### config.mk
export PLATFORM = sky130hd
export DESIGN_NAME = multicycle_control
export DESIGN_NICKNAME = d
export VERILOG_FILES = /design/src/rtl/multicycle_control.sv
export SDC_FILE = /design/constraint.sdc
export NUM_CORES = 1
export LEC_CHECK = 0
export ABC_CLOCK_PERIOD_IN_PS = 4500
export CORE_AREA = 3 3 40 42
export CTS_CLUSTER_DIAMETER = 50
export DETAILED_ROUTE_END_ITERATION = 10
export DIE_AREA = 0 0 43 45
export PLACE_DENSITY = 0.78
export SLEW_MARGIN = 20
export SYNTH_ARGS = -nofsm -noshare
export SYNTH_HDL_FRONTEND = slang
export SYNTH_SLANG_ARGS = --single-unit
export TNS_END_PERCENT = 5
### constraint.sdc
create_clock -name clk -period 4.5 [get_ports clk]
set_clock_uncertainty 0.15 [all_clocks]
set_input_delay 1.35 -clock clk [delete_from_list [all_inputs] [get_ports clk]]
set_output_delay 1.35 -clock clk [all_outputs]
set_load 0.05 [all_outputs]
### src/rtl/multicycle_control.sv
// Moore control FSM for a five-step multicycle MIPS-style datapath.
// Optional addi path (states ADDIEX/ADDIWB) enabled by MULTICYCLE_ADDI_EN.
module multicycle_control (
  input  logic       clk,
  input  logic       reset,
  input  logic [5:0] opcode,
  input  logic       zero,
  output logic       PCEn,
  output logic       IorD,
  output logic       MemWrite,
  output logic       IRWrite,
  output logic       RegDst,
  output logic       MemtoReg,
  output logic       RegWrite,
  output logic       ALUSrcA,
  output logic [1:0] ALUSrcB,
  output logic [1:0] ALUOp,
  output logic [1:0] PCSrc,
  output logic       illegal_op,
  output logic [3:0] state
);

  typedef enum logic [3:0] {
    S_FETCH   = 4'd0,
    S_DECODE  = 4'd1,
    S_MEMADR  = 4'd2,
    S_MEMRD   = 4'd3,
    S_MEMWB   = 4'd4,
    S_MEMWR   = 4'd5,
    S_EXECUTE = 4'd6,
    S_ALUWB   = 4'd7,
    S_BRANCH  = 4'd8,
`ifdef MULTICYCLE_ADDI_EN
    S_ADDIEX  = 4'd9,
    S_ADDIWB  = 4'd10,
`endif
    S_JUMP    = 4'd11
  } state_t;

  localparam logic [5:0] OP_LW   = 6'b100011;
  localparam logic [5:0] OP_SW   = 6'b101011;
  localparam logic [5:0] OP_RTYP = 6'b000000;
  localparam logic [5:0] OP_BEQ  = 6'b000100;
  localparam logic [5:0] OP_J    = 6'b000010;
`ifdef MULTICYCLE_ADDI_EN
  localparam logic [5:0] OP_ADDI = 6'b001000;
`endif

  state_t r_state;
  state_t w_next;
  state_t w_dec;
  logic   w_pcwrite;
  logic   w_branch;
  logic   w_irwrite;

  always_ff @(posedge clk) begin
    if (reset) r_state <= S_FETCH;
    else       r_state <= w_next;
  end

  // Reset forces FETCH decoding so no stale state can issue a write.
  assign w_dec = reset ? S_FETCH : r_state;

  always_comb begin
    w_next     = S_FETCH;
    w_pcwrite  = 1'b0;
    w_branch   = 1'b0;
    w_irwrite  = 1'b0;
    IorD       = 1'b0;
    MemWrite   = 1'b0;
    RegDst     = 1'b0;
    MemtoReg   = 1'b0;
    RegWrite   = 1'b0;
    ALUSrcA    = 1'b0;
    ALUSrcB    = 2'b00;
    ALUOp      = 2'b00;
    PCSrc      = 2'b00;
    illegal_op = 1'b0;
    unique case (w_dec)
      S_FETCH: begin
        w_irwrite = 1'b1;
        w_pcwrite = 1'b1;
        ALUSrcB   = 2'b01;
        w_next    = S_DECODE;
      end
      S_DECODE: begin
        ALUSrcB = 2'b11;
        unique case (1'b1)
          (opcode == OP_LW),
          (opcode == OP_SW):   w_next = S_MEMADR;
          (opcode == OP_RTYP): w_next = S_EXECUTE;
          (opcode == OP_BEQ):  w_next = S_BRANCH;
          (opcode == OP_J):    w_next = S_JUMP;
`ifdef MULTICYCLE_ADDI_EN
          (opcode == OP_ADDI): w_next = S_ADDIEX;
`endif
          default: illegal_op = 1'b1;
        endcase
      end
      S_MEMADR: begin
        ALUSrcA = 1'b1;
        ALUSrcB = 2'b10;
        if (opcode == OP_LW)      w_next = S_MEMRD;
        else if (opcode == OP_SW) w_next = S_MEMWR;
      end
      S_MEMRD: begin
        IorD   = 1'b1;
        w_next = S_MEMWB;
      end
      S_MEMWB: begin
        MemtoReg = 1'b1;
        RegWrite = 1'b1;
      end
      S_MEMWR: begin
        IorD     = 1'b1;
        MemWrite = 1'b1;
      end
      S_EXECUTE: begin
        ALUSrcA = 1'b1;
        ALUOp   = 2'b10;
        w_next  = S_ALUWB;
      end
      S_ALUWB: begin
        RegDst   = 1'b1;
        RegWrite = 1'b1;
      end
      S_BRANCH: begin
        ALUSrcA  = 1'b1;
        ALUOp    = 2'b01;
        PCSrc    = 2'b01;
        w_branch = 1'b1;
      end
`ifdef MULTICYCLE_ADDI_EN
      S_ADDIEX: begin
        ALUSrcA = 1'b1;
        ALUSrcB = 2'b10;
        w_next  = S_ADDIWB;
      end
      S_ADDIWB: RegWrite = 1'b1;
`endif
      S_JUMP: begin
        PCSrc     = 2'b10;
        w_pcwrite = 1'b1;
      end
      default: w_next = S_FETCH;
    endcase
  end

  assign PCEn    = ~reset & (w_pcwrite | (w_branch & zero));
  assign IRWrite = ~reset & w_irwrite;
  assign state   = r_state;

endmodule

# Word-level counts from Yosys, hierarchy flattened
# Index checks and enable logic that the tools add are counted.
# W data, S select, Z words.
# word_totals
out_inout_bits,19
elab_cells,46
ff_bits,4
# classes
bitwise_logic,5
muxes,19
reduce_logical,8
eq_ne,13
# ops
operator,n
$pmux W4 S5,1
$eq A4 B3 Y1 const B,4
$pmux W4 S4,1
$eq A6 B6 Y1 const B,2
$mux W1,11
$eq A4 B2 Y1 const B,2
$eq A4 B4 Y1 const B,2
$pmux W2 S2,2
$reduce_or A2 Y1,4
$eq A6 B2 Y1 const B,1
$eq A6 B3 Y1 const B,1
$logic_not A6 Y1,1
$mux W3,2
$pmux W2 S3,1
$reduce_or A5 Y1,1
$eq A4 B1 Y1 const B,1
$logic_not A4 Y1,1
$mux W4,1
$and A1 B1 Y1,3
$reduce_or A3 Y1,1
$not A1 Y1,1
$or A1 B1 Y1,1

# Depth between registers and ports, before layout
# depth
depth_word,6
depth_mapped,7
depth_no_buf,5

# Worst setup path before layout
# Ideal clock, no wire load.
# synth_timing
kind,input -> output
from,input port reset
to,output port PCSrc[1]
arrival_time_ps,3258
path_buffers,0
stages,2
setup_slack_ps,-258
cell_sequence,nand2b_1 > nor4b_1
# synth_between
elab_chain_len,3
elab_cells_between_ends,4
cone_classes,eq/ne: 2; mux: 2
# synth_lines
element,line_no,source
"start, declared",5,"input logic reset,"
$mux W4 (*),62,assign w_dec = reset ? S_FETCH : r_state;
$eq A4 B4 Y1,79,unique case (w_dec)
$pmux W2 S2 (*),79,
"end, declared",18,"output logic [1:0] PCSrc,"
# Mark *: on every way between the ends. The rest lies on a longest branch, timed or not.

# Worst setup path in the final report
# layout_timing
from,input port reset
to,output port illegal_op
# layout_between
elab_chain_len,3
# layout_lines
element,line_no,source
$mux W4,62,
$eq A4 B1 Y1,79,
$mux W1,79,
"end, declared",19,"output logic illegal_op,"
# Every way passes these cells.

==> results by group <==
Clock network
  • Clk Latency, worst-skew pair: 240 ps
  • Cts bufs inserted: 3
  • Clock transition at path regs: 40 ps
  • Clk buf depth: 2
  • CTS tree: yes
  • H-tree levels: 1
  • CTS Sinks: 4
  • Clk root buf: clkbuf_4
  • Post-CTS Setup Bufs: 0

Power and ir drop
  • Leakage power: 0.337 nW
  • Power density cells: 153 nW/um^2
  • Total Power: 0.141 mW
  • Max VDD drop: 0.169 mV

Synth
  • Largest area contributor in the netlist: dfxtp_1
  • Post-synth top area share: 0.175
  • Synthesized Nets: 70
  • FF+latch count, synth: 4
  • Syn_area_per_cell: 7.49 um^2
  • Post-synthesis sequential area ratio: 0.175
  • Netlist cell types: 31
  • Top post-synthesis cells by area: dfxtp_1 (18%), nor3_1 (11%), xnor2_1 (5.8%), buf_6 (4.9%), nor2_1 (4.9%)
  • Cells after synthesis: 61
  • Post-Syn Area: 457 um^2
  • Ys Warns: 0

Worst setup path
  • Crit path kind: input port to output pin
  • Crit-path cells: clkdlybuf4s50_1 > nand2b_1 > or3_1 > nor3_2 > buf_12
  • CP max stage cell: clkdlybuf4s50_1
  • CP endpoint kind: output pin
  • CP arrival: 2810 ps
  • Crit start category: input port
  • Crit-path leading delay family: simple AND/OR/NAND/NOR gates
  • CP max FO: 6
  • Critical path's largest stage delay: 480 ps
  • Worst Path Required: 3000 ps
  • WP buf/inv: 2

Final layout
  • Layout cells sized above 1: 0.367
  • Design area: 922 um^2
  • Final cell count without fillers: 105
  • Fin nets: 101
  • Antenna Diode Count: 0
  • Area added between synthesis and finish: 102%
  • Number of flip-flops in the largest register: 4
  • Post-layout util: 0.718

Placed design
  • I/O Buffers: 27
  • DP Area: 895 um^2
  • Inst Count DP: 102
  • Pre-CTS WS: 87.2 ps
  • GPL Wtd Cong: 0.879
  • DP HPWL: 1.08 mm

Floorplanning
  • Die Ht: 45 um
  • Initial Util: 0.355
  • I/O pins: 28
  • Row count: 13
  • Die Width: 43 um
  • Die area: 1940 um^2
  • CORE AREA: 1280 um^2

Timing
  • Fmax: 232 MHz
  • Final worst slack: 191 ps
  • Normalized max-slew margin: 0.583
  • Final worst-path cycle share: 0.958
  • RSZ-0062 raised after global routing: false
  • Worst-Margin Slew: 625 ps
  • Final number of hold-violating endpoints: 0
  • Hold WS: 486 ps
  • Max Slew Vio Count: 0
  • Min Tclk post-route: 4310 ps
  • Setup TNS: 0 ps
  • Final setup fails: 0

Drt
  • DRT iter0 DRCs: 12
  • Number of vias per cell: 5.30
  • DRC viols: 0
  • DR WL/cell: 12.6 um
  • Routed Antenna Nets: 0
  • DR vias: 556
  • Post-Route WL: 1.33 mm
  • Router iterations before antenna repair: 4

Global routing
  • Total GRT Usage: 0.147
  • Vias in the first global route: 509
  • Initial antenna violation count: 0
  • Global-route wire length before repair: 2.13 mm
  • Grt ovf: 0
  • Pin count of the biggest net entering global routing: 18

Outcome
  • Status: finished clean

Worst hold path
  • Min-delay worst type: flop to flop

Flow run
  • Max Cap Viol: 0
[cells in the mapped netlist (all sizes together)]
cell     number
a21oi         3
a221oi        1
a31oi         1
buf           5
dfxtp         4
inv           3
nand2         1
nand2b        3
nand3         3
nand3b        1
nand4         1
nor2          6
nor2b         1
nor3         11
nor3b         1
nor4b         2
o2111ai       1
o211ai        1
o21ai         2
o21bai        1
or2           4
or3           1
or4           1
xnor2         3
[worst paths after layout]
check / startpoint / to / slack [ps] / cells past startpoint
hold reg to reg: state[0] / state[2] / 490 / 2
hold / removal: state[0] / state[2] / 490 / 2
setup reg to reg: state[1] / state[0] / 2760 / 5
setup / recovery: reset / illegal_op / 190 / 5
[repair_timing]
action / CTS / global route
setup endpoints to repair: 0 / 1
hold buffers: 0 / 0
resized for setup: 0 / 1
[report_power, final]
| group | switching (mW) | internal, mW |
|---|---|---|
| Clock | 0.0168 | 0.0300 |
| Combinational | 0.0288 | 0.0269 |
| Sequential | 0.00221 | 0.0366 |
| Total | 0.0478 | 0.0935 |
[layout by cell type (no fill, tap or decap), types with 2 or more instances in the layout]
cell type / instances
a21oi_1: 2
dfxtp_1: 4
nor3_1: 9
xnor2_1: 3
o21ai_0: 2
buf_4: 4
nor2_1: 6
nor4b_2: 2
or2_1: 2
nand2b_1: 3
inv_1: 2
clkdlybuf4s50_1: 12
clkbuf_4: 3
nand3_1: 3
buf_12: 15
[tightest hold or removal path, delay by kind of cell (launching register included)]
family,cells,cell delay (ps)
AOI/OAI and AO/OA,1,120
and+or+nand+nor,1,80
DFF,1,370
[cells by family (layout without fill, tap and decap cells)]
group                  count (synthesis)  in the layout  synth area share
AO/OA/AOI/OAI                         10             10             0.162
AND/OR/NAND/NOR                       36             36             0.499
XOR/XNOR                               3              3            0.0575
buffers and inverters                  8             37             0.107
flip-flops                             4              4             0.175
[routing by layer]
metal | vias up | GRT usage | wire length, um
li1 | 276 | - | -
met1 | 251 | 0.158 | 522
met2 | 27 | 0.263 | 685
met3 | 2 | 0.0438 | 109
met4 | 0 | 0.0723 | 7
met5 | - | 0 | 0
[layout make-up]
type	instances	area, um^2
fillers	101	363
repair buffers	31	450
flip-flops and latches	4	80.1
well taps	15	18.8
inverters	3	11.3
multi-input cells	49	339
clock buffers	3	22.5
(Power assumes the default switching activity.)
